--- config.mk ---
export PLATFORM = sky130hd
export DESIGN_NAME = hazard_forward_ctrl
export DESIGN_NICKNAME = d
export VERILOG_FILES = /design/src/rtl/proc_isa_pkg.sv /design/src/rtl/md_scoreboard.sv /design/src/rtl/hazard_forward_ctrl.sv
export SDC_FILE = /design/constraint.sdc
export NUM_CORES = 1
export LEC_CHECK = 0
export CAP_MARGIN = 20
export CORE_MARGIN = 1
export CORE_UTILIZATION = 30
export DETAILED_ROUTE_END_ITERATION = 8
export PLACE_DENSITY_LB_ADDON = 0.15
export SLEW_MARGIN = 20
export SYNTH_ARGS = -nofsm -noshare
export SYNTH_HDL_FRONTEND = slang
export SYNTH_SLANG_ARGS = --single-unit
--- constraint.sdc ---
create_clock -name clock -period 6.25 [get_ports clock]
set_input_delay 0.9375 -clock clock [delete_from_list [all_inputs] [get_ports clock]]
set_output_delay 0.9375 -clock clock [all_outputs]
set_load 0.02 [all_outputs]
--- src/rtl/proc_isa_pkg.sv ---
// Shared ISA definitions for the pipeline control blocks: opcodes, ALU
// function codes, forwarding select encoding and register decode helpers.
package proc_isa_pkg;

  typedef enum logic [4:0] {
    OP_ALU  = 5'd0,
    OP_BNE  = 5'd2,
    OP_JAL  = 5'd3,
    OP_JR   = 5'd4,
    OP_ADDI = 5'd5,
    OP_BLT  = 5'd6,
    OP_SW   = 5'd7,
    OP_LW   = 5'd8,
    OP_SETX = 5'd21,
    OP_BEX  = 5'd22
  } opcode_e;

  typedef enum logic [4:0] {
    ALU_MUL = 5'd6,
    ALU_DIV = 5'd7
  } alu_op_e;

  typedef enum logic [1:0] {
    FWD_RF  = 2'd0,
    FWD_XM  = 2'd1,
    FWD_WB  = 2'd2,
    FWD_ERR = 2'd3
  } fwd_sel_e;

  localparam int ERR_REG_DEFAULT  = 30;
  localparam int LINK_REG_DEFAULT = 31;

  // A register reference that may be absent (valid = 0).
  typedef struct packed {
    logic       valid;
    logic [4:0] idx;
  } reg_ref_t;

  function automatic opcode_e op_of(input logic [31:0] instr);
    return opcode_e'(instr[31:27]);
  endfunction

  function automatic logic [4:0] rd_of(input logic [31:0] instr);
    return instr[26:22];
  endfunction

  // Destination register written by an instruction; r0 never counts.
  function automatic reg_ref_t dest_of(input logic [31:0] instr,
                                       input logic [4:0]  err_reg,
                                       input logic [4:0]  link_reg);
    reg_ref_t r;
    r = '{valid: 1'b0, idx: 5'd0};
    case (op_of(instr))
      OP_ALU, OP_ADDI, OP_LW: r = '{valid: 1'b1, idx: instr[26:22]};
      OP_JAL:                 r = '{valid: 1'b1, idx: link_reg};
      OP_SETX:                r = '{valid: 1'b1, idx: err_reg};
      default:                r = '{valid: 1'b0, idx: 5'd0};
    endcase
    if (r.idx == 5'd0) r.valid = 1'b0;
    return r;
  endfunction

  // Source register read on operand port 0 (A), 1 (B) or 2 (C, store data).
  function automatic reg_ref_t src_of(input logic [31:0] instr,
                                      input int          port,
                                      input logic [4:0]  err_reg);
    reg_ref_t r;
    r = '{valid: 1'b0, idx: 5'd0};
    if (port == 0) begin
      case (op_of(instr))
        OP_ALU, OP_ADDI, OP_SW, OP_LW: r = '{valid: 1'b1, idx: instr[21:17]};
        OP_BNE, OP_JR, OP_BLT:         r = '{valid: 1'b1, idx: instr[26:22]};
        OP_BEX:                        r = '{valid: 1'b1, idx: err_reg};
        default:                       r = '{valid: 1'b0, idx: 5'd0};
      endcase
    end else if (port == 1) begin
      case (op_of(instr))
        OP_ALU:         r = '{valid: 1'b1, idx: instr[16:12]};
        OP_BNE, OP_BLT: r = '{valid: 1'b1, idx: instr[21:17]};
        default:        r = '{valid: 1'b0, idx: 5'd0};
      endcase
    end else if (port == 2) begin
      if (op_of(instr) == OP_SW) r = '{valid: 1'b1, idx: instr[26:22]};
    end
    return r;
  endfunction

  function automatic logic is_multdiv(input logic [31:0] instr);
    return (op_of(instr) == OP_ALU) &&
           ((instr[6:2] == ALU_MUL) || (instr[6:2] == ALU_DIV));
  endfunction

endpackage

--- src/rtl/md_scoreboard.sv ---
// Tracks the single multdiv operation in flight: busy flag, destination
// register and a down-counter that flags the result cycle.
module md_scoreboard
  import proc_isa_pkg::*;
#(
  parameter int MD_CYCLES = 32
) (
  input  logic       clock,
  input  logic       reset,
  input  logic       md_start,
  input  logic [4:0] start_dest,
  output logic       md_busy,
  output logic       md_done,
  output logic [4:0] md_dest
);

  localparam logic [5:0] MD_LOAD = 6'(MD_CYCLES - 1);

  logic       busy_d, busy_q;
  logic [4:0] dest_d, dest_q;
  logic [5:0] count_d, count_q;

  // Launch loads the counter; a busy op counts down and retires at zero.
  always_comb begin
    busy_d  = busy_q;
    dest_d  = dest_q;
    count_d = count_q;
    if (busy_q) begin
      if (count_q == 6'd0) begin
        busy_d = 1'b0;
      end else begin
        count_d = count_q - 6'd1;
      end
    end else if (md_start) begin
      busy_d  = 1'b1;
      dest_d  = start_dest;
      count_d = MD_LOAD;
    end
  end

  // State register; reset abandons any operation in flight.
  always_ff @(posedge clock or posedge reset) begin
    if (reset) begin
      busy_q  <= 1'b0;
      dest_q  <= 5'd0;
      count_q <= 6'd0;
    end else begin
      busy_q  <= busy_d;
      dest_q  <= dest_d;
      count_q <= count_d;
    end
  end

  assign md_busy = busy_q;
  assign md_dest = dest_q;
  assign md_done = busy_q && (count_q == 6'd0);

endmodule

--- src/rtl/hazard_forward_ctrl.sv ---
// Pipeline hazard unit: operand forwarding selects for DX, load-use and
// multdiv interlocks, and launch control for the iterative multdiv.
module hazard_forward_ctrl
  import proc_isa_pkg::*;
#(
  parameter int NUM_PORTS = 2,
  parameter int MD_CYCLES = 32,
  parameter int ERR_REG   = ERR_REG_DEFAULT,
  parameter int LINK_REG  = LINK_REG_DEFAULT
) (
  input  logic                   clock,
  input  logic                   reset,
  input  logic [31:0]            fd_instr,
  input  logic [31:0]            dx_instr,
  input  logic [31:0]            xm_instr,
  input  logic [31:0]            wb_instr,
  input  logic                   xm_err,
  input  logic                   wb_err,
  output logic [2*NUM_PORTS-1:0] fwd_sel,
  output logic                   stall_fd,
  output logic                   bubble_dx,
  output logic                   md_start,
  output logic                   md_busy,
  output logic                   md_done,
  output logic [4:0]             md_dest
);

  localparam logic [4:0] ERR_IDX  = 5'(ERR_REG);
  localparam logic [4:0] LINK_IDX = 5'(LINK_REG);

  reg_ref_t xm_dest;
  reg_ref_t wb_dest;
  logic     load_use;
  logic     md_hazard;
  logic     stall;

  assign xm_dest = dest_of(xm_instr, ERR_IDX, LINK_IDX);
  assign wb_dest = dest_of(wb_instr, ERR_IDX, LINK_IDX);

  // Per-port operand select: exception value, then youngest producer.
  always_comb begin
    fwd_sel = '0;
    for (int p = 0; p < NUM_PORTS; p++) begin
      reg_ref_t src;
      fwd_sel_e sel;
      src = src_of(dx_instr, p, ERR_IDX);
      sel = FWD_RF;
      if (src.valid) begin
        if ((src.idx == ERR_IDX) && (xm_err || wb_err)) begin
          sel = FWD_ERR;
        end else if (xm_dest.valid && (xm_dest.idx == src.idx)) begin
          sel = FWD_XM;
        end else if (wb_dest.valid && (wb_dest.idx == src.idx)) begin
          sel = FWD_WB;
        end
      end
      fwd_sel[2*p +: 2] = sel;
    end
  end

  // Interlock detection: FD reading a load in DX or the pending multdiv result.
  always_comb begin
    load_use  = 1'b0;
    md_hazard = is_multdiv(fd_instr);
    for (int p = 0; p < NUM_PORTS; p++) begin
      reg_ref_t src;
      src = src_of(fd_instr, p, ERR_IDX);
      if (src.valid && (op_of(dx_instr) == OP_LW) &&
          (rd_of(dx_instr) != 5'd0) && (src.idx == rd_of(dx_instr))) begin
        load_use = 1'b1;
      end
      if (src.valid && (md_dest != 5'd0) && (src.idx == md_dest)) begin
        md_hazard = 1'b1;
      end
    end
  end

  // Both interlock causes collapse onto one stall/bubble pair.
  assign stall     = !reset && (load_use || (md_busy && md_hazard));
  assign stall_fd  = stall;
  assign bubble_dx = stall;
  assign md_start  = !reset && !md_busy && is_multdiv(dx_instr);

  md_scoreboard #(
    .MD_CYCLES (MD_CYCLES)
  ) u_md_scoreboard (
    .clock      (clock),
    .reset      (reset),
    .md_start   (md_start),
    .start_dest (rd_of(dx_instr)),
    .md_busy    (md_busy),
    .md_done    (md_done),
    .md_dest    (md_dest)
  );

endmodule
==> Yosys cells after proc, flatten, opt, wreduce, memory -nomap -nowiden <==
Cells that the tools add are included.
{ "word_totals": {"output_inout_bits": 14, "elab_cells": 117, "ff_bits": 12} }
{ "op_classes": {"n_mux": 26, "eq_ne": 37, "bitwise": 1, "n_reduce_logical": 49, "add_sub_neg": 1} }
{ "op_table": {"columns": ["cell", "count"], "rows": [
  ["$pmux W6 S3", 4],
  ["$eq A5 B3 Y1 const B", 14],
  ["$eq A5 B5 Y1", 8],
  ["$eq A5 B5 Y1 const B", 6],
  ["$logic_not A5 Y1", 6],
  ["$pmux W6 S2", 2],
  ["$logic_and A1 B1 Y1", 23],
  ["$eq A5 B2 Y1 const B", 4],
  ["$eq A5 B4 Y1 const B", 4],
  ["$mux W6", 3],
  ["$mux W2", 8],
  ["$reduce_or A3 Y1", 4],
  ["$reduce_bool A5 Y1", 2],
  ["$mux W1", 9],
  ["$reduce_or A4 Y1", 2],
  ["$logic_not A6 Y1", 1],
  ["$sub A6 B1 Y6 const B", 1],
  ["$logic_or A1 B1 Y1", 4],
  ["$reduce_and A2 Y1", 2],
  ["$reduce_or A2 Y1", 2],
  ["$logic_not A1 Y1", 2],
  ["$ne A2 B2 Y1 const B", 1],
  ["$reduce_bool A2 Y1", 1],
  ["$not A1 Y1", 1]
]} }

==> Logic depth before layout (Yosys ltp) <==
Gate-level depths: netlist of run 1.
{ "depth": {"ltp_word": 10, "depth_mapped": 9, "mapped_depth_nobuf": 9} }

==> Cells and area by module <==
Synthesis of run 1 repeated with hierarchy kept, for this count alone.
{ "hier_totals": {"hier_cells": 277, "hier_area_um2": 2159.6} }
{ "by_module_without_submodules": {"columns": ["module", "seq_area_each_um2", "area_each_um2", "cells_per_inst", "n_inst"], "rows": [
  ["hazard_forward_ctrl", 0.0, 1564.0, 225, 1],
  ["md_scoreboard", 300.3, 595.6, 52, 1]
]} }

==> Worst setup path before layout of run 1 <==
No wires, ideal clock.
{ "synth_path": {"kind": "input -> output", "from": "in fd_instr[29]", "to": "out stall_fd", "setup_slack_ns": 2.156, "required_time_ns": 5.312, "stages": 9, "path_buffers": 2, "arrival_ns": 3.156, "cell_sequence": "buf_2 nor4_1 a41o_1 o2bb2ai_1 xnor2_1 nand4_1 or4_1 a41oi_1 buf_4"} }
{ "synth_via": {"elab_chain_len": 10, "word_cells_on_any_way": 35} }
{ "synth_lines": {"columns": ["element", "line_no", "source"], "rows": [
  ["start, declared", "hazard_forward_ctrl.sv:13", "input logic [31:0] fd_instr,"],
  ["$eq A5 B3 Y1, or another cell as far along", "proc_isa_pkg.sv:70", "case (op_of(instr))"],
  ["$reduce_or A4 Y1 / $reduce_or A3 Y1 (equally long branches)", "proc_isa_pkg.sv:70", null],
  ["$pmux W6 S3", "proc_isa_pkg.sv:70", null],
  ["$eq A5 B5 Y1, or another cell as far along", "hazard_forward_ctrl.sv:72", "if (src.valid && (md_dest != 5'd0) && (src.idx == md_dest)) begin"],
  ["$logic_and A1 B1 Y1 (on tied branches)", "hazard_forward_ctrl.sv:72, hazard_forward_ctrl.sv:68", null],
  ["$mux W1 / $logic_and A1 B1 Y1 (equally long branches)", "hazard_forward_ctrl.sv:72, hazard_forward_ctrl.sv:69", null],
  ["$mux W1 (on tied branches)", "hazard_forward_ctrl.sv:72, hazard_forward_ctrl.sv:68", null],
  ["$logic_and A1 B1 Y1 / $mux W1 (equally long branches)", "hazard_forward_ctrl.sv:79, hazard_forward_ctrl.sv:68", null],
  ["$logic_or A1 B1 Y1 (*)", "hazard_forward_ctrl.sv:79", "assign stall = !reset && (load_use || (md_busy && md_hazard));"],
  ["$logic_and A1 B1 Y1 (*)", "hazard_forward_ctrl.sv:79", null],
  ["end, declared", "hazard_forward_ctrl.sv:20", "output logic stall_fd,"]
]} }
Mark *: on every way between the ends. The rest lies on a longest branch, timed or not.

==> Final worst setup path of run 1 <==
{ "layout_path": {"from": "in fd_instr[28]", "to": "out bubble_dx"} }
{ "layout_via": {"elab_chain_len": 10, "word_cells_on_any_way": 35} }
{ "layout_lines": {"columns": ["element", "line_no", "source"], "rows": [
  ["$eq A5 B3 Y1, or another cell as far along", "proc_isa_pkg.sv:70", null],
  ["$reduce_or A4 Y1 / $reduce_or A3 Y1 (equally long branches)", "proc_isa_pkg.sv:70", null],
  ["$pmux W6 S3", "proc_isa_pkg.sv:70", null],
  ["$eq A5 B5 Y1, or another cell as far along", "hazard_forward_ctrl.sv:72", null],
  ["$logic_and A1 B1 Y1 (on tied branches)", "hazard_forward_ctrl.sv:72, hazard_forward_ctrl.sv:68", null],
  ["$mux W1 / $logic_and A1 B1 Y1 (equally long branches)", "hazard_forward_ctrl.sv:72, hazard_forward_ctrl.sv:69", null],
  ["$mux W1 (on tied branches)", "hazard_forward_ctrl.sv:72, hazard_forward_ctrl.sv:68", null],
  ["$logic_and A1 B1 Y1 / $mux W1 (equally long branches)", "hazard_forward_ctrl.sv:79, hazard_forward_ctrl.sv:68", null],
  ["$logic_or A1 B1 Y1 (*)", "hazard_forward_ctrl.sv:79", null],
  ["$logic_and A1 B1 Y1 (*)", "hazard_forward_ctrl.sv:79", null],
  ["end, declared", "hazard_forward_ctrl.sv:21", "output logic bubble_dx,"]
]} }
Marks and branches as above.

==> flow_metrics.py, run 1 <==
metrics = {
    "setup_path": {
        "crit_path_start_kind": "input port",
        "reg2regPathDepth": 9,
        "timing.rr.start": "u_md_scoreboard.count_q[0]$_DFFE_PP0P_",
        "rrSetupSlack_ns": 4.03,
        "worstReg2RegEnd": "u_md_scoreboard.count_q[5]$_DFFE_PP0P_",
        "worstSetupPathType": "input port to output port",
        "endpoint_kind": "output port",
        "cp-startpoint": "fd_instr[28]",
        "required_ns": 5.31,
        "crit_fanout": 15,
        "critical_path_arrival_ns": 4.29,
    },
    "drt": {
        "top_layer": "met4",
        "drt_wl_total_mm": 6.963,
        "first_pass_iters": 4,
        "m1WireLength_mm": 3.522,
        "wl_met3_um": 264,
        "drc": 0,
        "wl_per_cell_um": 14.91,
        "vias": 2478,
        "met2_length_mm": 3.124,
        "ant_nets": 0,
        "routed_via_density": 5.306,
        "first_iter_violations": 129,
    },
    "layout": {
        "utilization": 0.4532,
        "drive_gt1_frac": 0.06469,
        "fill_cells": 717,
        "diodes": 0,
        "areaGrowthSynthToFinish_pct": 43.22,
        "fin_cells": 467,
        "finalInstanceArea_um2": 3147,
        "nets": 505,
    },
    "placement": {
        "post_dp_cell_area_um2": 3092,
        "gp_congestion": 0.8068,
        "placed_cells": 463,
        "portBuffers": 85,
        "hpwl_mm": 5.537,
    },
    "synth": {
        "avgSynthCellArea_um2": 7.473,
        "syn_area_um2": 2197,
        "synth.net_count": 427,
        "synth_top_area_share": 0.1367,
        "yosysWarnings": 0,
        "yosysTopAreaCell": "dfrtp_1",
        "synth-edff-count": 0,
        "synthFlopType": "dfrtp_1",
        "synth_cells": 294,
        "ys_seq_area_frac": 0.1367,
        "ys_ff_latch": 12,
        "yosys-top-cells-area": "dfrtp_1 (14%), xnor2_1 (11%), nand2_1 (5.6%)",
        "synthArstFlopShare": 1.000,
        "synth_cell_type_count": 71,
    },
    "die": {
        "fp.coreArea_um2": 6944,
        "die_width_um": 87.58,
        "fp.dieArea_um2": 7670,
        "num_rows": 30,
        "pin_count": 146,
        "die_h_um": 87.58,
        "start_util": 0.3164,
    },
    "hold_path": {
        "min_from": "u_md_scoreboard.count_q[0]$_DFFE_PP0P_",
        "hold_path_depth": 1,
        "hold_class": "flip-flop to flip-flop",
        "hold_end": "u_md_scoreboard.count_q[0]$_DFFE_PP0P_",
    },
    "cts": {
        "cts_tree": "yes",
        "root_buffer": "clkbuf_8",
        "clock_sinks": 12,
        "holdBufCountCts": 0,
        "cts_buffers": 3,
        "clk_latency_ns": 0.24,
        "path_clk_slew_ns": 0.05,
        "cts-resized-gates": 0,
        "post_cts_buffers": 0,
        "h-tree-depth": 1,
        "cts_buffer_depth": 2,
    },
    "grt": {
        "grt_max_degree": 16,
        "grt_pass1_wl_mm": 11.02,
        "grt_pass1_vias": 2311,
        "grt_antenna_before_repair": 0,
        "grt_overflow": 0,
        "grt_use_total": 0.1789,
    },
    "power": {
        "ir_worst_vdd_mv": 0.09412,
        "leakagePower_nw": 1.219,
        "p_per_area_nw_per_um2": 100.0,
    },
    "sta": {
        "hold_violations": 0,
        "finalSetupTns_ns": 0,
        "finalSetupViolCount": 0,
        "fin_skew_ns": 0.001098,
        "layout_min_cycle_time_ns": 5.225,
        "finalCritPeriodShare": 0.8361,
        "slew_violations": 0,
        "grt_setup_unrepaired": "false",
        "relSlewSlack": 0.5711,
        "hold_ws_ns": 0.5079,
        "fmax_ghz": 0.1914,
        "tightest_slew_ns": 0.6345,
    },
    "flow_run": {
        "maxCapViolCount": 0,
    },
    "run_status": {
        "outcome": "finished clean",
    },
}
## kinds of logic (layout without fill, tap and decap cells)
logic type | Yosys count | in the layout | synth area share
compound gates | 89 | 89 | 0.2944
xor+xnor | 39 | 39 | 0.1555
fa+ha+maj | 1 | 1 | 0.005694
buf+inv | 24 | 101 | 0.05524
flops | 12 | 12 | 0.1367
mux | 2 | 2 | 0.01139
simple gates | 127 | 127 | 0.3411
## cell usage after synthesis (4+ instances only)
master / n
nor4b_1: 6
nor3_1: 5
nand2_1: 33
nand3_1: 6
a22oi_1: 8
xnor2_1: 27
xor2_1: 12
nor2b_1: 4
clkbuf_1: 6
dfrtp_1: 12
o2bb2ai_1: 4
a32o_1: 4
a21oi_1: 19
or2_2: 6
nor4_1: 6
nor2_1: 16
o21ai_1: 7
inv_1: 12
nand4_1: 6
o21ai_0: 14
nand2b_1: 8
## worst max-delay path: stages
cell	delay (ns)
clkdlybuf4s50_1	0.66
nor4_1	0.43
a41o_1	0.26
o2bb2ai_1	0.22
xnor2_1	0.16
nand4_1	0.11
or4_1	0.51
a41oi_1	0.33
clkdlybuf4s50_1	0.66
## worst max-delay path by stage
stage,end,slack [ns],cells past startpoint
3_5_place_dp,bubble_dx,1.01,9
2_1_floorplan,stall_fd,2.16,9
6_report,bubble_dx,1.02,9
3_3_place_gp,stall_fd,1.09,9
4_1_cts,bubble_dx,1.01,9
5_1_grt,bubble_dx,0.76,9
## placed cells by master, fill, tap and decap left out, types with 4 or more instances in the layout
master	synthesis	routed
nand4_1	6	6
clkdlybuf4s50_1	0	85
a22oi_1	8	8
xnor2_1	27	27
inv_1	12	12
clkbuf_8	0	4
xor2_1	12	12
nor2_1	16	16
nor2b_1	4	4
o21ai_0	14	14
o21ai_1	7	7
a32o_1	4	4
nor4b_1	6	6
nor4_1	6	6
o2bb2ai_1	4	4
or2_2	6	6
dfrtp_1	12	12
nand2_1	33	33
a21oi_1	19	19
nand2b_1	8	8
nor3_1	5	5
nand3_1	6	6
## per-layer routing
| metal | vias to the layer above | track usage |
|---|---|---|
| li1 | 1257 | - |
| met1 | 1163 | 0.2587 |
| met2 | 52 | 0.2905 |
| met3 | 6 | 0.01791 |
| met4 | 0 | 0.03130 |
| met5 | - | 0 |
## through the flow
stage | power (mW) | setup WS, ns
6_report | 0.3147 | 1.025
5_1_grt | 0.3362 | 0.7631
4_1_cts | 0.3182 | 1.010
3_5_place_dp | 0.2308 | 1.007
3_3_place_gp | 0.2285 | 1.091
2_1_floorplan | 0.1597 | 2.156
## registers in the layout, summed over array words and instances, names as in the netlist
name	cells
u_md_scoreboard.count_q	6
u_md_scoreboard.md_dest	5
u_md_scoreboard.md_busy	1
## layout make-up
class / count / area [um^2] / area share
repair buffers: 85 / 850.8 / 0.2704
clock buffers: 4 / 55.05 / 0.01750
flip-flops and latches: 12 / 300.3 / 0.09543
inverters: 12 / 45.04 / 0.01431
well taps: 96 / 120.1 / 0.03817
multi-input cells: 258 / 1775 / 0.5642
## where the power goes
group          switching (mW)  internal (mW)  leakage (nW)
registers             0.00119         0.0787         0.167
logic                  0.0704         0.0801          1.02
clock network          0.0288         0.0556        0.0288
Power figures use the tool's default switching activity.
==> run 2, diff against run 1 <==
- clock period: 6.25 -> 5 ns (I/O delays scaled with it)
==> run 2 against run 1 <==
  * Sequential power rose by 25%
  * Cell count is 1.3% higher
  * Critical path depth unchanged
  * Non-clock buffer count increased by 6
  * Worst setup slack got worse by 0.69 ns
  * Critical endpoint unchanged
  * Largest power group unchanged
  * Highest routed layer unchanged
==> flow_metrics.py, run 2 (synthesis results as in run 1) <==
metrics = {
    "placement": {
        "hpwl_mm": 5.564,
        "portBuffers": 85,
        "gp_congestion": 0.8139,
        "placed_cells": 469,
    },
    "die": {
        "start_util": 0.3164,
        "pin_count": 146,
        "fp.coreArea_um2": 6944,
        "num_rows": 30,
        "die_h_um": 87.58,
        "die_width_um": 87.58,
        "fp.dieArea_um2": 7670,
    },
    "layout": {
        "utilization": 0.4596,
        "diodes": 0,
        "nets": 511,
        "regMostFlops": "u_md_scoreboard.count_q",
        "final_common_cell": "clkdlybuf4s50_1",
        "drive_gt1_frac": 0.07958,
        "fin_cells": 473,
        "areaGrowthSynthToFinish_pct": 45.27,
        "largest_reg_flops": 6,
        "fill_cells": 707,
        "layout_common_cells": "clkdlybuf4s50_1 (85), nand2_1 (33), xnor2_1 (27)",
    },
    "grt": {
        "grt_max_degree": 13,
        "grt_use_met1": 0.2530,
        "grt_overflow": 0,
        "grt-busiest-layer": "met2",
        "met3_usage": 0.02168,
        "grt_use_met2": 0.2820,
        "grt_antenna_before_repair": 0,
        "grt_pass1_wl_mm": 10.77,
        "grt_use_total": 0.1755,
        "grt_pass1_vias": 2285,
    },
    "hold_path": {
        "min_from": "u_md_scoreboard.count_q[0]$_DFFE_PP0P_",
        "hold_end": "u_md_scoreboard.count_q[0]$_DFFE_PP0P_",
        "hold_class": "flip-flop to flip-flop",
        "hold_path_depth": 1,
    },
    "setup_path": {
        "critical_path_arrival_ns": 3.92,
        "worstSetupPathType": "input port to output port",
        "required_ns": 4.25,
        "timing.rr.start": "u_md_scoreboard.count_q[0]$_DFFE_PP0P_",
        "endpoint_kind": "output port",
        "reg2regPathDepth": 9,
        "rrSetupSlack_ns": 2.84,
        "worstReg2RegEnd": "u_md_scoreboard.count_q[5]$_DFFE_PP0P_",
        "crit_fanout": 7,
        "crit_path_start_kind": "input port",
    },
    "drt": {
        "first_iter_violations": 86,
        "wl_per_cell_um": 14.56,
        "drc": 0,
        "first_pass_iters": 4,
        "routed_via_density": 5.298,
        "drt_wl_total_mm": 6.887,
        "vias": 2506,
        "ant_nets": 0,
    },
    "sta": {
        "fin_skew_ns": 0.003419,
        "finalCritPeriodShare": 0.9331,
        "relSlewSlack": 0.5589,
        "layout_min_cycle_time_ns": 4.666,
        "hold_violations": 0,
        "tightest_slew_ns": 0.6524,
        "finalSetupTns_ns": 0,
        "fmax_ghz": 0.2143,
        "finalSetupViolCount": 0,
        "grt_setup_unrepaired": "false",
        "slew_violations": 0,
    },
    "cts": {
        "cts_buffers": 3,
        "post_cts_buffers": 0,
        "cts_tree": "yes",
        "clock_sinks": 12,
        "root_buffer": "clkbuf_8",
        "cts-resized-gates": 0,
        "h-tree-depth": 1,
        "path_clk_slew_ns": 0.05,
        "holdBufCountCts": 0,
        "cts_buffer_depth": 2,
        "clk_latency_ns": 0.25,
    },
    "flow_run": {
        "maxCapViolCount": 0,
    },
    "power": {
        "leakagePower_nw": 1.247,
        "ir_worst_vdd_mv": 0.1484,
        "p_per_area_nw_per_um2": 125.1,
    },
    "run_status": {
        "outcome": "finished clean",
    },
}
[run 2: changes by cell type in the layout (fill, tap and decap cells not counted), sizes merged]
cell and change:
buf +6
[run 2: worst max-delay path, stage by stage]
cell and delay (ns):
clkdlybuf4s50_1 0.52, nor4_1 0.43, a41o_1 0.25, a32o_1 0.24, xnor2_1 0.14, nand4_1 0.11
or4_1 0.51, a41oi_1 0.30, clkdlybuf4s50_1 0.66
[run 2: area by class of cell]
| type | instances | area, um^2 | area share |
|---|---|---|---|
| clock buffer | 4 | 55.05 | 0.01725 |
| inverter | 12 | 45.04 | 0.01411 |
| multi-input combinational | 258 | 1775 | 0.5563 |
| sequential | 12 | 300.3 | 0.09408 |
| tap | 96 | 120.1 | 0.03763 |
| timing repair buffer | 91 | 895.9 | 0.2807 |
[run 2: stage by stage]
step | instance area, um^2 | power [mW] | hold slack, ns | setup WS [ns]
after global routing | 3192 | 0.4225 | 0.5309 | 0.07091
after floorplan | 2197 | 0.1997 | 0.4535 | 1.281
after CTS | 3192 | 0.4025 | 0.4995 | 0.3283
after global placement | 3137 | 0.2888 | 0.4820 | 0.3759
after detailed placement | 3137 | 0.2908 | 0.4913 | 0.3281
final | 3192 | 0.3994 | 0.4983 | 0.3343
[run 2: power by group]
group	switching (mW)	leakage [nW]	internal [mW]
Sequential	0.00148	0.167	0.0983
Combinational	0.0886	1.05	0.103
Clock	0.0387	0.0288	0.0697
[run 2: routing by layer]
metal | share of wire | vias to the layer above
li1 | - | 1268
met1 | 0.50 | 1159
met2 | 0.44 | 72
met3 | 0.048 | 7
met4 | 0.0081 | 0
met5 | 0 | -
[run 2: worst max-delay path by stage]
stage | from | endpoint | slack, ns | cells after the start
after floorplan | fd_instr[29] | stall_fd | 1.28 | 9
after global placement | fd_instr[31] | stall_fd | 0.38 | 9
after detailed placement | fd_instr[31] | bubble_dx | 0.33 | 9
after CTS | fd_instr[31] | bubble_dx | 0.33 | 9
after global routing | fd_instr[29] | bubble_dx | 0.07 | 9
final | fd_instr[31] | bubble_dx | 0.33 | 9
